--- src/rtl/riscv_pkg.sv ---
// Shared RISC-V pipeline definitions: datapath width, canonical NOP and the
// fetch-buffer entry layout.
// Contents: XLEN, NOP_INSTR, fetch_entry_t, ptr_width().
package riscv_pkg;

  localparam int XLEN = 32;

  // addi x0, x0, 0
  localparam logic [31:0] NOP_INSTR = 32'h0000_0013;

  typedef struct packed {
    logic [XLEN-1:0] pc;
    logic [XLEN-1:0] instr;
  } fetch_entry_t;

  // Ring pointer width: index bits plus one wrap bit.
  function automatic int ptr_width(input int depth);
    return $clog2(depth) + 1;
  endfunction

endpackage

--- src/rtl/ifetch_buffer_if.sv ---
// Fetch-buffer bus: PC request side, instruction-memory request/response and
// the decode-side valid/ready handshake, plus the pipeline flush.
// slave = the fetch buffer itself; master = the surrounding pipeline/memory.
interface ifetch_buffer_if #(
  parameter int XLEN = riscv_pkg::XLEN
);

  // PC register side
  logic [XLEN-1:0] pc_in;
  logic            pc_valid;
  logic            pc_ready;

  // Instruction memory side
  logic            imem_req_valid;
  logic [XLEN-1:0] imem_req_addr;
  logic            imem_req_ready;
  logic            imem_rsp_valid;
  logic [XLEN-1:0] imem_rsp_data;

  // Redirect
  logic            flush;

  // Decode side
  logic            id_valid;
  logic [XLEN-1:0] id_instr;
  logic [XLEN-1:0] id_pc;
  logic            id_ready;

  modport slave (
    input  pc_in, pc_valid, imem_req_ready, imem_rsp_valid, imem_rsp_data,
           flush, id_ready,
    output pc_ready, imem_req_valid, imem_req_addr, id_valid, id_instr, id_pc
  );

  modport master (
    output pc_in, pc_valid, imem_req_ready, imem_rsp_valid, imem_rsp_data,
           flush, id_ready,
    input  pc_ready, imem_req_valid, imem_req_addr, id_valid, id_instr, id_pc
  );

endinterface

--- src/rtl/ifetch_buffer.sv ---
// Instruction-fetch buffer: issues in-order imem requests for PC fetches,
// pairs each returned instruction with its PC and hands {pc, instr} to decode.
// Ports: clk, rst (sync, active-high), bus (ifetch_buffer_if.slave).
// Latency: request combinational; response in cycle M is visible to decode in
// M+1. Backpressure: pc_ready drops when allocated + queued + to-be-dropped
// entries reach DEPTH; a flush discards everything and drops late responses.
module ifetch_buffer #(
  parameter int DEPTH = 4,
  parameter int XLEN  = riscv_pkg::XLEN
) (
  input logic            clk,
  input logic            rst,
  ifetch_buffer_if.slave bus
);

  import riscv_pkg::*;

  localparam int PW = ptr_width(DEPTH);
  localparam int IW = PW - 1;

  typedef logic [PW-1:0] ptr_t;

  localparam ptr_t DEPTH_P = ptr_t'(DEPTH);
  localparam ptr_t ONE     = ptr_t'(1);

  // Ring storage. pc is written at allocation time, instr at fill time, so
  // an entry between alloc_ptr and fill_ptr is "in flight" to memory.
  fetch_entry_t ring [DEPTH];

  ptr_t alloc_ptr;
  ptr_t fill_ptr;
  ptr_t head_ptr;
  ptr_t drop_cnt;
  ptr_t drop_next;

  ptr_t inflight;
  ptr_t queued;
  ptr_t committed;

  logic [IW-1:0] alloc_idx;
  logic [IW-1:0] fill_idx;
  logic [IW-1:0] head_idx;

  logic credit_ok;
  logic req_valid;
  logic push;
  logic rsp_drop;
  logic rsp_keep;
  logic rsp_taken;
  logic id_valid;
  logic pop;

  assign alloc_idx = alloc_ptr[IW-1:0];
  assign fill_idx  = fill_ptr[IW-1:0];
  assign head_idx  = head_ptr[IW-1:0];

  assign inflight  = alloc_ptr - fill_ptr;
  assign queued    = fill_ptr - head_ptr;

  // Responses still owed for flushed fetches occupy memory-side slots too,
  // so they count against credit. Only registered state is used: a pop in
  // the same cycle does not free a slot until the next cycle, which keeps
  // pc_ready off the id_ready timing path.
  assign committed = alloc_ptr - head_ptr + drop_cnt;
  assign credit_ok = committed < DEPTH_P;

  // ---------------------------------------------------------------------------
  // Request path
  // ---------------------------------------------------------------------------
  assign req_valid          = bus.pc_valid & credit_ok & ~bus.flush & ~rst;
  assign push               = req_valid & bus.imem_req_ready;
  assign bus.imem_req_valid = req_valid;
  assign bus.imem_req_addr  = bus.pc_in;
  assign bus.pc_ready       = push;

  // ---------------------------------------------------------------------------
  // Response path
  // ---------------------------------------------------------------------------
  // Responses for flushed fetches come back first (memory is in order), so
  // while drop_cnt is non-zero every response is stale.
  assign rsp_drop  = bus.imem_rsp_valid & (drop_cnt != '0);
  // A response with nothing outstanding is a protocol error and is ignored.
  assign rsp_keep  = bus.imem_rsp_valid & (drop_cnt == '0) & (inflight != '0) & ~rst;
  assign rsp_taken = rsp_drop | rsp_keep;

  // ---------------------------------------------------------------------------
  // Decode path
  // ---------------------------------------------------------------------------
  assign id_valid     = queued != '0;
  assign pop          = id_valid & bus.id_ready & ~bus.flush;
  assign bus.id_valid = id_valid;
  assign bus.id_instr = id_valid ? XLEN'(ring[head_idx].instr) : XLEN'(NOP_INSTR);
  assign bus.id_pc    = id_valid ? XLEN'(ring[head_idx].pc)    : '0;

  // ---------------------------------------------------------------------------
  // Drop counter
  // ---------------------------------------------------------------------------
  // On flush every in-flight fetch becomes a future drop. A response landing
  // in the flush cycle retires one of them (stale or not, it is discarded).
  always_comb begin
    drop_next = drop_cnt;
    if (bus.flush) begin
      drop_next = drop_cnt + inflight - (rsp_taken ? ONE : '0);
    end else if (rsp_drop) begin
      drop_next = drop_cnt - ONE;
    end
  end

  // ---------------------------------------------------------------------------
  // Pointer state
  // ---------------------------------------------------------------------------
  always_ff @(posedge clk) begin
    if (rst) begin
      alloc_ptr <= '0;
      fill_ptr  <= '0;
      head_ptr  <= '0;
      drop_cnt  <= '0;
    end else begin
      drop_cnt <= drop_next;
      if (bus.flush) begin
        // Collapse the ring onto alloc_ptr; push and pop are already
        // suppressed in this cycle.
        head_ptr <= alloc_ptr;
        fill_ptr <= alloc_ptr;
      end else begin
        if (push) begin
          alloc_ptr <= alloc_ptr + ONE;
        end
        if (rsp_keep) begin
          fill_ptr <= fill_ptr + ONE;
        end
        if (pop) begin
          head_ptr <= head_ptr + ONE;
        end
      end
    end
  end

  // Ring contents carry no reset; pointers alone define validity.
  always_ff @(posedge clk) begin
    if (push) begin
      ring[alloc_idx].pc <= bus.pc_in;
    end
    if (rsp_keep) begin
      ring[fill_idx].instr <= bus.imem_rsp_data;
    end
  end

  // ---------------------------------------------------------------------------
  // Protocol checks
  // ---------------------------------------------------------------------------
  a_no_orphan_rsp: assert property (@(posedge clk) disable iff (rst)
    bus.imem_rsp_valid |-> ((inflight != '0) || (drop_cnt != '0)));

  a_drop_bound: assert property (@(posedge clk) disable iff (rst)
    drop_cnt <= DEPTH_P);

endmodule

--- src/flat_wrapper.sv ---
// flat-port wrapper written by rule: the top's interface ports become plain ports
module ifetch_buffer_flat import riscv_pkg::*;
#(
  parameter int DEPTH = 4,
  parameter int XLEN  = riscv_pkg::XLEN
)
  (clk, rst, bus_pc_in, bus_pc_valid, bus_imem_req_ready, bus_imem_rsp_valid, bus_imem_rsp_data, bus_flush, bus_id_ready, bus_pc_ready, bus_imem_req_valid, bus_imem_req_addr, bus_id_valid, bus_id_instr, bus_id_pc);
  ifetch_buffer_if #(.XLEN(XLEN)) bus_i ();
  input logic clk;
  input logic rst;
  input wire logic [$bits(bus_i.pc_in)-1:0] bus_pc_in;
  input wire logic [$bits(bus_i.pc_valid)-1:0] bus_pc_valid;
  input wire logic [$bits(bus_i.imem_req_ready)-1:0] bus_imem_req_ready;
  input wire logic [$bits(bus_i.imem_rsp_valid)-1:0] bus_imem_rsp_valid;
  input wire logic [$bits(bus_i.imem_rsp_data)-1:0] bus_imem_rsp_data;
  input wire logic [$bits(bus_i.flush)-1:0] bus_flush;
  input wire logic [$bits(bus_i.id_ready)-1:0] bus_id_ready;
  output wire logic [$bits(bus_i.pc_ready)-1:0] bus_pc_ready;
  output wire logic [$bits(bus_i.imem_req_valid)-1:0] bus_imem_req_valid;
  output wire logic [$bits(bus_i.imem_req_addr)-1:0] bus_imem_req_addr;
  output wire logic [$bits(bus_i.id_valid)-1:0] bus_id_valid;
  output wire logic [$bits(bus_i.id_instr)-1:0] bus_id_instr;
  output wire logic [$bits(bus_i.id_pc)-1:0] bus_id_pc;
  assign bus_i.pc_in = bus_pc_in;
  assign bus_i.pc_valid = bus_pc_valid;
  assign bus_i.imem_req_ready = bus_imem_req_ready;
  assign bus_i.imem_rsp_valid = bus_imem_rsp_valid;
  assign bus_i.imem_rsp_data = bus_imem_rsp_data;
  assign bus_i.flush = bus_flush;
  assign bus_i.id_ready = bus_id_ready;
  assign bus_pc_ready = bus_i.pc_ready;
  assign bus_imem_req_valid = bus_i.imem_req_valid;
  assign bus_imem_req_addr = bus_i.imem_req_addr;
  assign bus_id_valid = bus_i.id_valid;
  assign bus_id_instr = bus_i.id_instr;
  assign bus_id_pc = bus_i.id_pc;
  ifetch_buffer #(.DEPTH(DEPTH), .XLEN(XLEN)) u_core (.clk(clk), .rst(rst), .bus(bus_i));
endmodule
--- config.mk ---
export PLATFORM = sky130hd
export DESIGN_NAME = ifetch_buffer_flat
export DESIGN_NICKNAME = d
export VERILOG_FILES = /design/src/rtl/riscv_pkg.sv /design/src/rtl/ifetch_buffer_if.sv /design/src/rtl/ifetch_buffer.sv /design/src/flat_wrapper.sv
export SDC_FILE = /design/constraint.sdc
export NUM_CORES = 1
export LEC_CHECK = 0
export ABC_AREA = 0
export CAP_MARGIN = 20
export CORE_ASPECT_RATIO = 0.8
export CORE_MARGIN = 3
export CORE_UTILIZATION = 25
export CTS_CLUSTER_SIZE = 14
export DETAILED_ROUTE_END_ITERATION = 10
export PLACE_DENSITY_LB_ADDON = 0.3
export SLEW_MARGIN = 20
export SYNTH_ARGS = -nofsm -noshare
export SYNTH_HDL_FRONTEND = slang
export SYNTH_SLANG_ARGS = --single-unit
--- constraint.sdc ---
create_clock -name clk -period 3.45 [get_ports clk]
set_input_delay 0.8625 -clock clk [delete_from_list [all_inputs] [get_ports clk]]
set_output_delay 0.8625 -clock clk [all_outputs]
set_load 0.005 [all_outputs]
### Word level (Yosys, flattened, before mapping)

Memory sizes are Yosys's and may differ from the RTL's. A register that Yosys moved wholly into a read port is not among the register bits.
Index checks and enable logic that the tools add are counted.
W data, S select, Z words.

* muxes and demuxes: 15
* magnitude comparators: 1
* bitwise gates (word level): 13
* add/sub/neg operators: 10
* reduce and logical (&&, ||, !) cells: 8

Operators by type and width (count)
* $mux W32: 2
* $mux W3: 6
* $sub A3 B3 Y3: 4
* $and A1 B1 Y1: 10
* $add A3 B1 Y3 const B: 3
* $reduce_bool A3 Y1: 3
* $add A3 B3 Y3: 2
* $reduce_bool A2 Y1: 3
* $mux W1: 5
* $mux W2: 2
* $logic_not A3 Y1: 1
* $lt A3 B3 Y1 const B: 1
* $sub A3 B1 Y3 const B: 1
* $not A1 Y1: 2
* $reduce_and A2 Y1: 1
* $or A1 B1 Y1: 1

* register bits after elaboration: 12
* logic and storage cells: 52
* output and inout port bits: 99
* memory bits (writable): 256
* memories: 1
* input port bits: 71

Memories
* u_core.ring: depth 4, bits a word 64, read ports 1, clocked after Yosys merged registers in 1, write ports 2, RTL line ifetch_buffer.sv:28 `fetch_entry_t ring [DEPTH];`

### Logic depth before layout (Yosys ltp)

Gate-level depths: netlist (run 1).

* depth in word-level cells: 9
* depth in mapped cells: 14
* depth with buffers taken out: 14

### Worst setup path before layout (run 1)

OpenSTA, ideal clock, no wires.

* kind: register -> register
* start point: register u_core.alloc_ptr[0]
* end point: register u_core.drop_cnt[2]
* slack: 0.039 ns
* data arrival time: 3.349 ns
* cell stages (with the launch flop): 15
* clock period less this slack: 3.411 ns
* cell sequence: dfxtp_1 -> inv_1 -> ha_1 -> fa_1 -> xor3_4 -> o21a_2 -> nand2b_1 -> ha_1 -> inv_1 -> ha_1 -> fa_1 -> xor2_1 -> a2111oi_0 -> mux2i_1 -> nand3_1

* longest elaborated chain between the ends: 8
* elaborated cells on any way between the ends: 9

RTL lines
* start, declared: RTL line ifetch_buffer.sv:30 `ptr_t alloc_ptr;`
* start signal, assigned: RTL line ifetch_buffer.sv:127 `alloc_ptr <= alloc_ptr + ONE;`
* $sub A3 B3 Y3 *: RTL line ifetch_buffer.sv:57 `assign inflight = alloc_ptr - fill_ptr;`
* $reduce_bool A3 Y1: RTL line ifetch_buffer.sv:83 `assign rsp_keep = bus.imem_rsp_valid & (drop_cnt == '0) & (inflight != '0) & ~rst;`
* $and A1 B1 Y1 (2 in a row): RTL line ifetch_buffer.sv:83
* $or A1 B1 Y1: RTL line ifetch_buffer.sv:84 `assign rsp_taken = rsp_drop | rsp_keep;`
* $mux W1: RTL line ifetch_buffer.sv:103 `drop_next = drop_cnt + inflight - (rsp_taken ? ONE : '0);`
* $sub A3 B3 Y3 *: RTL line ifetch_buffer.sv:103
* $mux W3 *: RTL line ifetch_buffer.sv:102 `if (bus.flush) begin`
* end signal, assigned: RTL line ifetch_buffer.sv:119 `drop_cnt <= drop_next;`
* end, declared: RTL line ifetch_buffer.sv:33 `ptr_t drop_cnt;`

Every way passes the cells marked *; elsewhere a longest branch is shown, timed or not.
A chain may end at the register's enable or synchronous reset.

### Worst setup path after layout (run 1)

* start point: register u_core.drop_cnt[1]
* end point: output bus_pc_ready

* longest elaborated chain between the ends: 6

RTL lines
* $add A3 B3 Y3: RTL line ifetch_buffer.sv:64 `assign committed = alloc_ptr - head_ptr + drop_cnt;`
* $lt A3 B3 Y1: RTL line ifetch_buffer.sv:65 `assign credit_ok = committed < DEPTH_P;`
* $and A1 B1 Y1 (3 in a row): RTL line ifetch_buffer.sv:70 `assign req_valid = bus.pc_valid & credit_ok & ~bus.flush & ~rst;`
* $and A1 B1 Y1: RTL line ifetch_buffer.sv:71 `assign push = req_valid & bus.imem_req_ready;`
* end, declared: RTL line flat_wrapper.sv:18 `output wire logic [$bits(bus_i.pc_ready)-1:0] bus_pc_ready;`

Every way passes these cells.

==> impl_metrics.toml, run 1 <==
[yosys]
yosysSeqAreaShare = 0.711
yosysUniqueCellTypes = 48
synth_ff_type = "edfxtp_1"
syn_inst = 585
synth_top_area_share = 0.686
synth-edff-count = 256
synth_area_leaders = "edfxtp_1 (69%), mux4_2 (13%), nor2b_1 (3.5%)"
synthArstFlopShare = 0
netlist_area_sq_mm = 0.0112
synth_top_cell_by_area = "edfxtp_1"
yosys_register_bits = 270
avgSynthCellArea_sq_um = 19.2
ys_warn_count = 0
syn-num-nets = 678

[power_and_ir_drop]
ir_worst_vdd_mv = 0.329
p_leak_nw = 5.26
power_density_mw_per_mm2 = 573

[critical_path]
cp.arrival_ns = 2.49
cp.required_ns = 2.59
path_max_fanout = 4
end_kind = "output port"
worstSetupPathType = "flip-flop to output port"
start_kind = "flip-flop"
crit_top_cell = "inv_2"
slowest_stage = "fa_1"
crit_path_cell_trace = "inv_2 > fa_1 > inv_1 > ha_1 > nand3b_1 > buf_6 > and3_1 > mux2i_2 > inv_2 > clkbuf_2"
max_stage_delay_ns = 0.53

[floorplan]
die_width_microns = 243
initial_core_util = 0.256
die_area_sq_mm = 0.0474
core-area_sq_mm = 0.0437
die_y_microns = 195
num_rows = 68
ios = 170

[clock_network]
clk_pin_slew_ns = 0.07
tritoncts.num_buffers = 28
clk_latency_ns = 0.55
htreeDepth = 1
cts_tree = "done"
cts_buffer_depth = 3
cts_sinks = 270
clockRootBuffer = "clkbuf_16"

[global_route]
grt_pass1_wl_microns = 37800
globalRouteTotalUtil = 0.103
grt_pass1_vias = 6209
grt_max_degree = 33
antenna_found_initial = 1
overflow = 0

[timing]
finalSetupTns_ns = 0
finalHoldViolations = 0
worst-slew-pin-transition_ns = 0.351
rsz0062_at_grt = "true"
slew-limit-headroom = 0.760
finalSetupViolations = 0
fmax_mhz = 298
finalMaxSlewViolations = 0
skew_ns = 0.0128
fin_crit_sh = 0.972
period_minus_slack_ns = 3.35
hold_slack_ns = 0.556

[run]
cap_violations = 0

[detailed_routing]
first_pass_iters = 4
routed_wl_microns = 25200
vias = 5712
antenna_left = 0
wl_per_cell_microns = 18.2
drc = 0
drt_iter0_markers = 283
routed_via_density = 4.12

[min_path]
hp-class = "flip-flop to flip-flop"

[place]
place_congestion = 0.713
placed_area_sq_mm = 0.0137
dp_hpwl_microns = 15300
portBuffers = 169

[layout]
areaGrowthSynthToFinish_pct = 32.5
num_antenna_cells = 0
fin_nets = 871
mostFrequentLayoutCells = "edfxtp_1 (256), clkdlybuf4s50_1 (103), mux4_2 (64), nor2b_1 (40), dlygate4sd2_1 (36)"
mostFrequentLayoutCell = "edfxtp_1"
num-fill-cells = 4241
design_area_sq_mm = 0.0149
drive_above_1_share = 0.259

[status]
outcome = "finished, final reports clean"
[final timing paths]
kind | cells past startpoint | slack [ns] | startpoint | end
hold / removal | 1 | 0.56 | u_core.alloc_ptr[2]$_SDFFE_PP0P_ | u_core.alloc_ptr[2]$_SDFFE_PP0P_
setup reg to reg | 14 | 0.12 | u_core.alloc_ptr[0]$_SDFFE_PP0P_ | u_core.drop_cnt[2]$_SDFFE_PP0P_
setup / recovery | 10 | 0.1 | u_core.drop_cnt[1]$_SDFFE_PP0P_ | bus_pc_ready
hold reg to reg | 1 | 0.56 | u_core.alloc_ptr[2]$_SDFFE_PP0P_ | u_core.alloc_ptr[2]$_SDFFE_PP0P_
[cell families after synthesis]
| group | after synthesis | synth area share |
|---|---|---|
| xor+xnor | 12 | 0.0117 |
| buf+inv | 77 | 0.0404 |
| simple gates | 106 | 0.0574 |
| compound gates | 27 | 0.0175 |
| flops | 270 | 0.711 |
| mux | 71 | 0.136 |
| fa+ha+maj | 22 | 0.0266 |
[cell usage after synthesis, drive strengths merged (3+ instances only)]
library cell  count
a211oi            5
and2              8
a21boi            3
a21oi             8
nor2b            63
nand2b            3
dfxtp            14
nand2             7
clkbuf           11
edfxtp          256
inv              21
buf              45
xnor2             9
fa                3
mux2i             6
ha               19
mux4             64
nor2              9
or2               3
[registers in the layout, summed over array words and instances, names as in the netlist, named ones only]
| signal | count |
|---|---|
| u_core.head_ptr | 3 |
| u_core.drop_cnt | 3 |
| u_core.ring | 256 |
| u_core.fill_ptr | 3 |
| u_core.alloc_ptr | 3 |
[per-layer routing]
| metal | vias up | wire length [microns] | track usage |
|---|---|---|---|
| li1 | 2644 | - | - |
| met1 | 2925 | 11900 | 0.141 |
| met2 | 103 | 11700 | 0.165 |
| met3 | 38 | 1090 | 0.0251 |
| met4 | 2 | 553 | 0.0243 |
| met5 | - | 13 | 0 |
[power by group]
part / switching [mW] / leakage [nW] / internal (mW) / total, mW
Clock: 1.20 / 0.408 / 1.66 / 2.86
Sequential: 0.0546 / 2.42 / 3.71 / 3.76
Combinational: 0.851 / 2.43 / 1.03 / 1.88
Total: 2.11 / 5.26 / 6.40 / 8.51
[repair_timing]
item / CTS / global route
setup buffers: 4 / 11
cloned: 1 / 2
setup endpoints to repair: 68 / 31
hold buffers: 0 / 0
resized for setup: 77 / 38
pin swaps: 4 / 3
[area by class of cell]
type | count | area, sq um | share of cell area
tap | 595 | 744 | 0.0501
timing repair buffer | 219 | 2310 | 0.156
sequential | 270 | 7980 | 0.537
clock inverter | 11 | 108 | 0.00724
multi-input combinational | 238 | 2890 | 0.194
clock buffer | 34 | 744 | 0.0501
inverter | 21 | 78.8 | 0.00531
[per-stage QoR]
step | power, mW | setup WS [ns] | utilization | instances
after floorplan | 4.75 | 0.0392 | - | 585
after global placement | 5.62 | -0.150 | 0.313 | 1326
after detailed placement | 5.63 | -0.292 | 0.313 | 1326
after CTS | 8.58 | -0.0817 | 0.335 | 1376
after global routing | 8.94 | -0.0455 | 0.340 | 1388
final | 8.51 | 0.0955 | 0.340 | 1388
[worst max-delay path, delay by kind of cell (launching register included)]
family,cells,cell delay [ns]
flip-flops,1,0.34
buffers and inverters,5,0.39
AND/OR/NAND/NOR,2,0.25
multiplexers,1,0.18
adder cells (fa/ha/maj),2,0.79
Power figures use the tool's default switching activity.
==> run 2, diff against run 1 <==
--- a/config.mk
+++ b/config.mk
@@ -12,6 +12,7 @@
 export CORE_UTILIZATION = 25
 export CTS_CLUSTER_SIZE = 14
 export DETAILED_ROUTE_END_ITERATION = 10
+export GPL_ROUTABILITY_DRIVEN = 0
 export PLACE_DENSITY_LB_ADDON = 0.3
 export SLEW_MARGIN = 20
 export SYNTH_ARGS = -nofsm -noshare
==> results of run 2 <==
No change in the layout: final DEF, timing and power equal those of run 1.
==> run 3, diff against run 2 <==
--- a/config.mk
+++ b/config.mk
@@ -12,7 +12,6 @@
 export CORE_UTILIZATION = 25
 export CTS_CLUSTER_SIZE = 14
 export DETAILED_ROUTE_END_ITERATION = 10
-export GPL_ROUTABILITY_DRIVEN = 0
 export PLACE_DENSITY_LB_ADDON = 0.3
 export SLEW_MARGIN = 20
 export SYNTH_ARGS = -nofsm -noshare
==> results of run 3 <==
No change in the layout: final DEF, timing and power equal those of run 1.
